**src/rtl/scan_chain_if.sv**
```systemverilog
// Handshake and chain-side signal bundle for scan_chain_ctrl.
// slave: the controller itself; master: the load producer / capture consumer / chain model.
interface scan_chain_ctrl_if #(
  parameter int unsigned WIDTH = 16
);
  logic             load_valid;
  logic             load_ready;
  logic [WIDTH-1:0] load_data;
  logic             abort;
  logic             scan_en;
  logic             scan_out;
  logic             scan_in;
  logic             update_en;
  logic             cap_valid;
  logic             cap_ready;
  logic [WIDTH-1:0] cap_data;

  modport slave (
    input  load_valid, load_data, abort, scan_in, cap_ready,
    output load_ready, scan_en, scan_out, update_en, cap_valid, cap_data
  );

  modport master (
    output load_valid, load_data, abort, scan_in, cap_ready,
    input  load_ready, scan_en, scan_out, update_en, cap_valid, cap_data
  );
endinterface

```
**src/rtl/scan_chain_ctrl.sv**
```systemverilog
// Scan chain controller: shifts a parallel word into an external WIDTH-bit
// flip-flop chain (LSB first), captures what falls out of the chain tail,
// strobes update_en once, then presents the captured word on a valid/ready port.
module scan_chain_ctrl #(
  parameter int unsigned WIDTH = 16
) (
  input  logic              clk,
  input  logic              rst,
  scan_chain_ctrl_if.slave  bus
);

  localparam int unsigned CW = $clog2(WIDTH + 1);

  typedef enum logic [1:0] {
    IDLE,
    SHIFT,
    UPDATE,
    RESP
  } state_t;

  state_t           state;
  state_t           state_nxt;
  logic [WIDTH-1:0] shift_reg;
  logic [WIDTH-1:0] cap_data_q;
  logic [CW-1:0]    cnt;
  logic             last_shift;

  assign last_shift = (cnt == CW'(WIDTH - 1));

  // State register; reset forces IDLE without waiting for a clock edge.
  always_ff @(posedge clk or posedge rst) begin
    if (rst) begin
      state <= IDLE;
    end else begin
      state <= state_nxt;
    end
  end

  // Next-state decode; abort wins over the final-shift transition.
  always_comb begin
    state_nxt = state;
    case (state)
      IDLE:    if (bus.load_valid) state_nxt = SHIFT;
      SHIFT: begin
        if (bus.abort)       state_nxt = IDLE;
        else if (last_shift) state_nxt = UPDATE;
      end
      UPDATE:  state_nxt = RESP;
      RESP:    if (bus.cap_ready) state_nxt = IDLE;
      default: state_nxt = IDLE;
    endcase
  end

  // Datapath: load, shift with bit counter, and capture of the shifted word.
  always_ff @(posedge clk or posedge rst) begin
    if (rst) begin
      shift_reg  <= '0;
      cnt        <= '0;
      cap_data_q <= '0;
    end else begin
      case (state)
        IDLE: begin
          if (bus.load_valid) begin
            shift_reg <= bus.load_data;
            cnt       <= '0;
          end
        end
        SHIFT: begin
          shift_reg <= {bus.scan_in, shift_reg[WIDTH-1:1]};
          // Counter saturates at WIDTH-1 so it never leaves its legal range.
          if (!last_shift) cnt <= cnt + CW'(1);
        end
        UPDATE:  cap_data_q <= shift_reg;
        default: ;
      endcase
    end
  end

  // Outputs decoded from state and registers only; no input reaches an output.
  always_comb begin
    bus.load_ready = 1'b0;
    bus.scan_en    = 1'b0;
    bus.scan_out   = 1'b0;
    bus.update_en  = 1'b0;
    bus.cap_valid  = 1'b0;
    bus.cap_data   = cap_data_q;
    case (state)
      IDLE:   bus.load_ready = 1'b1;
      SHIFT: begin
        bus.scan_en  = 1'b1;
        bus.scan_out = shift_reg[0];
      end
      UPDATE: bus.update_en = 1'b1;
      RESP:   bus.cap_valid = 1'b1;
      default: ;
    endcase
  end

endmodule
```
**src/flat_wrapper.sv**
```systemverilog
// flat-port wrapper written by rule: the top's interface ports become plain ports
module scan_chain_ctrl_flat 
#(
  parameter int unsigned WIDTH = 16
)
  (clk, rst, bus_load_valid, bus_load_data, bus_abort, bus_scan_in, bus_cap_ready, bus_load_ready, bus_scan_en, bus_scan_out, bus_update_en, bus_cap_valid, bus_cap_data);
  scan_chain_ctrl_if #(.WIDTH(WIDTH)) bus_i ();
  input  logic clk;
  input  logic rst;
  input wire logic [$bits(bus_i.load_valid)-1:0] bus_load_valid;
  input wire logic [$bits(bus_i.load_data)-1:0] bus_load_data;
  input wire logic [$bits(bus_i.abort)-1:0] bus_abort;
  input wire logic [$bits(bus_i.scan_in)-1:0] bus_scan_in;
  input wire logic [$bits(bus_i.cap_ready)-1:0] bus_cap_ready;
  output wire logic [$bits(bus_i.load_ready)-1:0] bus_load_ready;
  output wire logic [$bits(bus_i.scan_en)-1:0] bus_scan_en;
  output wire logic [$bits(bus_i.scan_out)-1:0] bus_scan_out;
  output wire logic [$bits(bus_i.update_en)-1:0] bus_update_en;
  output wire logic [$bits(bus_i.cap_valid)-1:0] bus_cap_valid;
  output wire logic [$bits(bus_i.cap_data)-1:0] bus_cap_data;
  assign bus_i.load_valid = bus_load_valid;
  assign bus_i.load_data = bus_load_data;
  assign bus_i.abort = bus_abort;
  assign bus_i.scan_in = bus_scan_in;
  assign bus_i.cap_ready = bus_cap_ready;
  assign bus_load_ready = bus_i.load_ready;
  assign bus_scan_en = bus_i.scan_en;
  assign bus_scan_out = bus_i.scan_out;
  assign bus_update_en = bus_i.update_en;
  assign bus_cap_valid = bus_i.cap_valid;
  assign bus_cap_data = bus_i.cap_data;
  scan_chain_ctrl #(.WIDTH(WIDTH)) u_core (.clk(clk), .rst(rst), .bus(bus_i));
endmodule
```
**config.mk**
```make
export PLATFORM = sky130hd
export DESIGN_NAME = scan_chain_ctrl_flat
export DESIGN_NICKNAME = d
export VERILOG_FILES = /design/src/rtl/scan_chain_if.sv /design/src/rtl/scan_chain_ctrl.sv /design/src/flat_wrapper.sv
export SDC_FILE = /design/constraint.sdc
export NUM_CORES = 1
export LEC_CHECK = 0
export CAP_MARGIN = 20
export CORE_MARGIN = 5
export CORE_UTILIZATION = 25
export DETAILED_ROUTE_END_ITERATION = 8
export PLACE_DENSITY = 0.51
export SYNTH_ARGS = -nofsm -noshare
export SYNTH_HDL_FRONTEND = slang
export SYNTH_SLANG_ARGS = --single-unit
export TNS_END_PERCENT = 5
```
**constraint.sdc**
```tcl
create_clock -name clk -period 3.85 [get_ports clk]
set_input_delay 0.77 -clock clk [delete_from_list [all_inputs] [get_ports clk]]
set_output_delay 0.77 -clock clk [all_outputs]
set_load 0.005 [all_outputs]
```
==> summary.md <==
| Metric | Value |
|---|---|
| Core area | `7690 µm²` |
| Final net count | `233` |
| CP arrival | `2.10 ns` |
| Vias | `1338` |
| Placed inst area | `~2400 µm²` |
| Power per cell area | `711 nW/µm²` |
| Final ANT Viol Nets | `0` |
| Io pins | `43` |
| HPWL Detailed | `2.95 mm` |
| Register area | `976 µm²` |
| RSZ-0062 raised after global routing | `false` |
| Antenna violations before repair | `0` |
| Critical Path Fanout Max | `24` |
| Top_reg_cell synth | `dfrtp_1` |
| CTS tree | `done` |
| Design area | `2550 µm²` |
| Cell taking the most area after synthesis | `dfrtp_1` |
| Slew @ Worst Pin | `0.800 ns` |
| Total GRT Usage | `8.99%` |
| Vias per inst | `between 4 and 5` |
| Synthesized net count | `194` |
| FFs w/ async S/R, synth | `100%` |
| GRT overflow | `0` |
| Final Routed Wirelength | `4.28 mm` |
| Largest net degree at the start of global routing | `40` |
| Mapped Cells | `170` |
| Die W | `98.6 µm` |
| Final hold viol count | `0` |
| Relative slew slack | `46.7%` |
| Post-synth EDFFs | `0` |
| CTS H-tree depth | `2` |
| Post-synthesis register bit count | `39` |
| Fin Clk Skew | `0.00760 ns` |
| First-pass GRT wire length | `6.94 mm` |
| Post-layout minimum cycle time | `approximately 2.9 ns` |
| Initial core utilization | `25.5%` |
| Final worst-path cycle share | `roughly three quarters` |
| Share of layout cells above drive strength 1 | `19.5%` |
| Status | `finished, final reports clean` |
| Synth area leaders | `dfrtp_1 50%, mux2_4 6.9%, mux2_2 4.6%, a21oi_1 4.3%, and3b_1 4.0%` |
| Root Driver | `clkbuf_8` |
| Die height | `98.6 µm` |
| I/O Buffers | `42` |
| CP Launch Point | `u_core.state[0]` |
| WL per Instance | `~14 µm` |
| CP Class | `reg -> out` |
| Hold-fix buffer count after cts | `0` |
| Clk slew on worst S/H paths | `0.08 ns` |
| Static Leak | `between 1 and 1.5 nW` |
| DRT Pass-1 Iters | `4` |
| Worst setup EP type | `primary output` |
| Hold Crit Start | `u_core.bus.cap_data[8]` |
| Startpoint Class | `register` |
| Synth cell types | `33` |
| Fmax | `0.348 GHz` |
| Max Root-Sink Buffers | `2` |
| Reg-to-Reg Start | `u_core.state[0]` |
| DIE AREA | `9720 µm²` |
| FP Rows | `32` |
| Sequential area share after synthesis | `49.7%` |
| Detailed-route DRC error count | `0` |
| Post-CTS setup buffers | `0` |
| Pins Over Slew Limit | `0` |
| Number of global-route vias before repair | `1316` |
| Setup TNS | `0 ns` |
| Avg Inst Size Synth | `11.5 µm²` |
| Worst-Skew Late Latency | `0.29 ns` |
| MaxCap Viol Count | `0` |
| P&R area growth vs syn | `29.7%` |
| Clk sinks | `39` |
| Cell area after synthesis | `just under 2000 µm²` |
| Fill count | `a little under 800` |
| Synth warn | `0` |
| Area of the multi-input gates | `842 µm²` |
| Final setup fails | `0` |
| Initial DRC count | `54` |
| # resized after CTS | `0` |
| Routability Congestion | `0.698` |
| Ant. Diodes | `0` |
| CTS Buf Count | `5` |
| Worst Path Required | `~3.1 ns` |
| Worst-case vdd ir drop | `just under 0.0002 V` |
| Synth top area share | `49.7%` |
| Min-delay worst type | `reg -> reg` |
## cells in the mapped netlist, types with 2 or more instances
master     n
nand2_1   20
clkbuf_1   2
and2_1     2
a22o_1     4
and3b_1    9
buf_6      7
nor2_1     3
a31oi_1    3
ha_1       2
and3b_2    6
a21oi_1   17
o21ai_2    2
o21ai_1   13
mux2_2     8
mux2_4     9
buf_2      2
o21ai_0    4
dfrtp_1   39
inv_1      4
## final timing paths
kind / to / slack, ns / depth (start not counted)
min in group asynchronous: u_core.bus.cap_data[5] / 0.91 / 3
max reg2reg: u_core.cnt[4] / 1.98 / 3
min: u_core.bus.cap_data[8] / 0.51 / 1
min reg2reg: u_core.bus.cap_data[8] / 0.51 / 1
max: bus_scan_out / 0.98 / 3
max in group asynchronous: u_core.bus.cap_data[10] / 2.58 / 3
## cell type report
class / instances / share of cell area (%)
Tap cell: 102 / 5.01
Sequential cell: 39 / 38.3
Multi-Input combinational cell: 113 / 33.1
Inverter: 5 / 0.835
Clock buffer: 5 / 2.70
Timing Repair Buffer: 45 / 17.4
Clock inverter: 3 / 2.65
## through the flow
stage               power, mW  instances  utilization (%)  worst slack, ns  hold WS [ns]
floorplan                1.19        170                -             2.19         0.464
global placement         1.41        304             31.3             1.34         0.495
detailed placement       1.43        304             31.3             1.28         0.494
CTS                      1.85        312             33.1            0.944         0.513
global route             1.93        312             33.1            0.804         0.527
finish                   1.81        312             33.1            0.977         0.512
## report_power, final
group | total (mW) | leakage, nW | switching [mW] | internal [mW]
Clock | 0.409 | 0.0644 | 0.150 | 0.259
Combinational | 0.661 | 0.561 | 0.263 | 0.398
Sequential | 0.740 | 0.507 | 0.165 | 0.575
Total | 1.81 | 1.13 | 0.578 | 1.23
## placed cells by master (no fill, tap or decap), types with 2 or more instances in the layout
master,instances
a21oi_1,17
a22o_1,4
a31oi_1,3
and2_1,2
and3b_1,9
and3b_2,6
buf_4,3
bufinv_16,2
clkbuf_8,5
clkdlybuf4s50_1,42
dfrtp_1,39
ha_1,2
inv_1,4
mux2_2,8
mux2_4,9
nand2_1,20
nor2_1,3
o21ai_0,4
o21ai_1,13
o21ai_2,2
## worst max-delay path, stage by stage (launching register included)
cell and delay [ns]:
dfrtp_1 0.87, and2b_1 0.31, and2_1 0.14, clkdlybuf4s50_1 0.49
## layer usage
metal / routed length (µm) / part of all wire (%) / global-route usage, %
met1: 2210 / 52 / 13.0
met2: 1860 / 43 / 13.0
met3: 188 / 4.4 / 2.62
met4: 24 / 0.56 / 2.52
met5: 0 / 0 / 0
## kinds of logic after synthesis
group	count (synthesis)	share of synthesized area, %
simple gates	47	15.3
fa+ha+maj	2	1.27
flops	39	49.7
buf+inv	18	7.39
mux	17	11.5
compound gates	47	14.9
Note: power is estimated with default switching activity, not from simulation.
